<file path="config.mk">
export PLATFORM = sky130hd
export DESIGN_NAME = ysyx_23060187_ifu
export DESIGN_NICKNAME = d
export VERILOG_FILES = /design/src/rtl/ysyx_23060187_ifu.sv
export SDC_FILE = /design/constraint.sdc
export NUM_CORES = 1
export LEC_CHECK = 0
export CORE_MARGIN = 2
export CORE_UTILIZATION = 43
export DETAILED_ROUTE_END_ITERATION = 12
export PLACE_DENSITY = 0.79
export SLEW_MARGIN = 20
export SYNTH_ARGS = -nofsm -noshare
export SYNTH_HDL_FRONTEND = slang
export SYNTH_SLANG_ARGS = --single-unit
</file>
<file path="constraint.sdc">
create_clock -name clk -period 4.7 [get_ports clk]
set_clock_uncertainty 0.15 [all_clocks]
set_input_delay 0.94 -clock clk [delete_from_list [all_inputs] [get_ports clk]]
set_output_delay 0.94 -clock clk [all_outputs]
set_load 0.03 [all_outputs]
</file>
<file path="src/rtl/ysyx_23060187_ifu.sv">
// ysyx_23060187 instruction fetch unit.
// Owns the architectural PC and keeps a single instruction in flight:
// request -> response -> hand to decode -> wait for next PC -> repeat.
// A misaligned next PC never reaches memory; it is turned into a faulting
// instruction locally so the consumer can raise the trap.
`timescale 1ns/1ps
module ysyx_23060187_ifu #(
    parameter logic [31:0] RESET_PC = 32'h8000_0000
) (
    input  logic        clk,
    input  logic        rst,
    output logic        req_valid,
    input  logic        req_ready,
    output logic [31:0] req_addr,
    input  logic        rsp_valid,
    output logic        rsp_ready,
    input  logic [31:0] rsp_data,
    input  logic        rsp_err,
    output logic        inst_valid,
    input  logic        inst_ready,
    output logic [31:0] inst,
    output logic [31:0] inst_pc,
    output logic        inst_fault,
    input  logic        npc_valid,
    input  logic [31:0] npc,
    output logic [31:0] fetch_cnt
);

    typedef enum logic [1:0] {
        ST_REQ  = 2'd0,
        ST_WAIT = 2'd1,
        ST_OUT  = 2'd2,
        ST_EXEC = 2'd3
    } state_t;

    // A fetch address is usable only when word aligned.
    function automatic logic is_aligned(input logic [1:0] low_bits);
        return (low_bits == 2'b00);
    endfunction

    state_t      state_r;
    state_t      state_s;
    logic [31:0] pc_r;
    logic [31:0] pc_s;
    logic [31:0] inst_r;
    logic [31:0] inst_s;
    logic [31:0] inst_pc_r;
    logic [31:0] inst_pc_s;
    logic        inst_fault_r;
    logic        inst_fault_s;
    logic [31:0] fetch_cnt_r;
    logic [31:0] fetch_cnt_s;
    logic        npc_take_s;
    // Handshake flags are registered copies of "next state is X", so they
    // are glitch-free and held low while reset is asserted.
    logic        req_valid_r;
    logic        rsp_ready_r;
    logic        inst_valid_r;

    // Next-state and datapath update for the fetch sequence.
    always_comb begin
        state_s      = state_r;
        pc_s         = pc_r;
        inst_s       = inst_r;
        inst_pc_s    = inst_pc_r;
        inst_fault_s = inst_fault_r;
        fetch_cnt_s  = fetch_cnt_r;
        npc_take_s   = 1'b0;
        case (state_r)
            ST_REQ: begin
                if (req_valid_r && req_ready) begin
                    state_s = ST_WAIT;
                end else begin
                    state_s = ST_REQ;
                end
            end
            ST_WAIT: begin
                if (rsp_ready_r && rsp_valid) begin
                    inst_s       = rsp_data;
                    inst_fault_s = rsp_err;
                    inst_pc_s    = pc_r;
                    state_s      = ST_OUT;
                end else begin
                    state_s = ST_WAIT;
                end
            end
            ST_OUT: begin
                if (inst_valid_r && inst_ready) begin
                    fetch_cnt_s = fetch_cnt_r + 32'd1;
                    if (npc_valid) begin
                        npc_take_s = 1'b1;
                    end else begin
                        state_s = ST_EXEC;
                    end
                end else begin
                    state_s = ST_OUT;
                end
            end
            ST_EXEC: begin
                if (npc_valid) begin
                    npc_take_s = 1'b1;
                end else begin
                    state_s = ST_EXEC;
                end
            end
            default: begin
                state_s = ST_REQ;
            end
        endcase
        // Next-PC acceptance is shared by OUT (same-cycle) and EXEC.
        if (npc_take_s) begin
            pc_s = npc;
            if (is_aligned(npc[1:0])) begin
                state_s = ST_REQ;
            end else begin
                inst_s       = 32'h0000_0000;
                inst_fault_s = 1'b1;
                inst_pc_s    = npc;
                state_s      = ST_OUT;
            end
        end else begin
            pc_s = pc_s;
        end
    end

    // State, datapath and handshake-flag registers with synchronous reset.
    always_ff @(posedge clk) begin
        if (!rst) begin
            state_r      <= ST_REQ;
            pc_r         <= RESET_PC;
            inst_r       <= 32'h0000_0000;
            inst_pc_r    <= RESET_PC;
            inst_fault_r <= 1'b0;
            fetch_cnt_r  <= 32'h0000_0000;
            req_valid_r  <= 1'b0;
            rsp_ready_r  <= 1'b0;
            inst_valid_r <= 1'b0;
        end else begin
            state_r      <= state_s;
            pc_r         <= pc_s;
            inst_r       <= inst_s;
            inst_pc_r    <= inst_pc_s;
            inst_fault_r <= inst_fault_s;
            fetch_cnt_r  <= fetch_cnt_s;
            req_valid_r  <= (state_s == ST_REQ);
            rsp_ready_r  <= (state_s == ST_WAIT);
            inst_valid_r <= (state_s == ST_OUT);
        end
    end

    assign req_valid  = req_valid_r;
    assign req_addr   = pc_r;
    assign rsp_ready  = rsp_ready_r;
    assign inst_valid = inst_valid_r;
    assign inst       = inst_r;
    assign inst_pc    = inst_pc_r;
    assign inst_fault = inst_fault_r;
    assign fetch_cnt  = fetch_cnt_r;

endmodule

</file>
==> summary.md <==
| Metric | Value |
|---|---|
| Post-synthesis net count | `736` |
| Leakage | `roughly 2.6 nW` |
| Nets@finish | `911` |
| Initial Utilization | `0.442` |
| Skew-Pair Late Insertion Delay | `0.41 ns` |
| Largest family of logic cells by synthesized area | `simple AND/OR/NAND/NOR gates` |
| Clk root buf | `clkbuf_16` |
| Final setup violation count | `0` |
| Synth Area in Compound Gates | `0.169` |
| Post-Synth Adder-Cell Area | `0.00236` |
| H-tree Lvls | `4` |
| RSZ-0062 raised after global routing | `no` |
| Post-DP HPWL | `~11000 um` |
| Post-synth cell types | `40` |
| Max_cap viols | `0` |
| Max VDD drop | `0.204 mV` |
| Post-synth EDFFs | `0` |
| Post-synthesis sequential area ratio | `0.505` |
| Final Hold Viols | `0` |
| Initial antenna violation count | `0` |
| FMAX | `0.336 GHz` |
| DR pass1 iterations | `5` |
| XOR/XNOR share of the synthesized area | `0.0165` |
| Non-filler cells, final | `997` |
| Cell area after synthesis | `5310 um2` |
| Vias per inst | `5.44` |
| Global Route Usage Sum | `0.238` |
| Die X-Extent | `approximately 120 um` |
| Total routed wirelength | `15700 um` |
| Worst Path Required | `roughly 4.9 ns` |
| Port Buffer Count | `202` |
| First-pass GRT wire length | `about 25000 um` |
| DIE HEIGHT | `115 um` |
| M1 GR Usage | `0.285` |
| Pin count of the biggest net entering global routing | `63` |
| Crit path launch type | `input port` |
| Place WS | `approximately 1.3 ns` |
| Fin crit share | `0.633` |
| GPL Wtd Cong | `0.837` |
| # rows | `40` |
| Main flop type after synthesis | `dfxtp_1` |
| CP max FO | `21` |
| P&R area growth vs syn | `49.3%` |
| Crit path time final | `2.97 ns` |
| Ports | `203` |
| Met3 Usage GRT | `0.0638` |
| Setup TNS | `0 ns` |
| Layout cells sized above 1 | `0.0447` |
| Grt peak-use layer | `met2` |
| Hold Path Depth | `2` |
| CTS tree | `done` |
| Relative slew slack | `0.349` |
| Setup crit end kind | `flop` |
| FF+latch count, synth | `approximately 130` |
| Cell Pwr Density | `316 nW/um2` |
| GRT met2 Usage | `0.396` |
| Post-Syn Instances | `between 600 and 700` |
| FF-to-FF path depth | `4` |
| Yosys Warn Count | `0` |
| Slew Viols, Final | `0` |
| Worst-margin pin slew | `0.977 ns` |
| Final worst slack | `1.73 ns` |
| Critical Path AT | `3.16 ns` |
| Total CTS buffers | `17` |
| Share of synthesized registers carrying an async set or reset | `0` |
| Die area | `around 13000 um2` |
| Avg Cell Area, Syn | `between 7 and 8 um2` |
| Clock transition at path regs | `approximately 0.05 ns` |
| Status | `completed` |
| Total gr overflow | `0` |
| Vias in the first global route | `5213` |
| Wire per inst | `approximately 16 um` |
| Post_cts resized | `0` |
| CTS Buffer Depth | `2` |
| Multiplexer share of the synthesized area | `0.00189` |
| Most frequent cells in the layout | `nand2_1, clkdlybuf4s50_1, dfxtp_1, a21oi_1, nor2_1` |
| Placed cell count | `967` |
| Hold Crit Class | `reg2reg` |
| Drt initial violations | `464` |
| N_diodes | `0` |
| CTS hold repair buffers | `0` |
| Kind of critical path | `in2reg` |
| Fillcell total | `992` |
| Total setup buffers inserted after CTS | `0` |
| CORE AREA | `between 10000 and 15000 um2` |
| Simple-Gate Fraction of Synth Area | `0.261` |
| Via count | `5424` |
| Clock sink total | `134` |
| ANT nets after route | `0` |
| Remaining DRCs | `0` |
flip-flops by register name (all words and copies together) (netlist names):
name        flops
fetch_cnt      32
inst_pc        32
state_r         2
inst           32
req_addr       32
rsp_ready       1
inst_valid      1
inst_fault      1
req_valid       1
cells by family after synthesis:
family          after synthesis
compound gates              146
xor+xnor                     10
fa+ha+maj                     1
buf+inv                      58
flops                       134
mux                           1
simple gates                314
cell usage after synthesis, types with 2 or more instances:
master	n	area, um2
nand2_1	203	762
dfxtp_1	134	2680
a21oi_1	86	430
nor2_1	44	165
clkbuf_1	40	150
a311oi_1	29	254
nand3_1	14	70.1
o31ai_1	13	97.6
or4_1	13	97.6
o21ai_0	9	45.0
xnor2_1	9	78.8
or3_1	8	50.1
buf_1	6	22.5
nand4_1	6	37.5
and3_1	5	31.3
and4_1	5	43.8
inv_1	5	18.8
nor3_1	5	25.0
buf_2	4	20.0
nor4_1	4	25.0
a22o_1	2	17.5
o21a_1	2	15.0
critical path, stage by stage:
cell and delay [ns]:
clkdlybuf4s50_1 0.54, nand4b_4 0.26, or3_1 0.71, or4_1 0.56
a21oi_1 0.16
final cells by class:
type / instances / area, um2 / area share
clock buffers: 26 / 499 / 0.0630
clock inverters: 4 / 45.0 / 0.00568
inverters: 6 / 22.5 / 0.00284
multi-input cells: 472 / 2410 / 0.305
flip-flops and latches: 134 / 2680 / 0.338
well taps: 147 / 184 / 0.0232
repair buffers: 208 / 2080 / 0.262
metal layers:
metal | wire [um] | vias up | share of wire
met1 | 6470 | 2582 | 0.41
met2 | 7970 | 167 | 0.51
met4 | 386 | 0 | 0.025
li1 | - | 2646 | -
met5 | 0 | - | 0
met3 | 900 | 29 | 0.057
power breakdown:
group | switching [W] | leakage (nW) | internal (W)
sequential | 0.00000484 | 1.08 | 0.00114
combinational | 0.0000597 | 1.27 | 0.0000698
clock | 0.000451 | 0.270 | 0.000775
total | 0.000515 | 2.62 | 0.00199
path summary, 6_finish.rpt:
kind,start,to,slack [ns]
max,inst_ready,fetch_cnt[27],1.73
max reg2reg,fetch_cnt[8],fetch_cnt[21],2.20
min reg2reg,inst[3],inst[3],0.30
min,inst[3],inst[3],0.30
metrics by stage:
stage / total power (W) / util / cell area (um2) / hold slack (ns)
2_1_floorplan: 0.00121 / - / 5310 / 0.434
3_3_place_gp: 0.00130 / 0.614 / 7380 / 0.292
3_5_place_dp: 0.00130 / 0.614 / 7380 / 0.296
4_1_cts: 0.00252 / 0.660 / 7930 / 0.303
5_1_grt: 0.00259 / 0.660 / 7930 / 0.326
6_report: 0.00250 / 0.660 / 7930 / 0.302
Power figures use the tool's default switching activity.
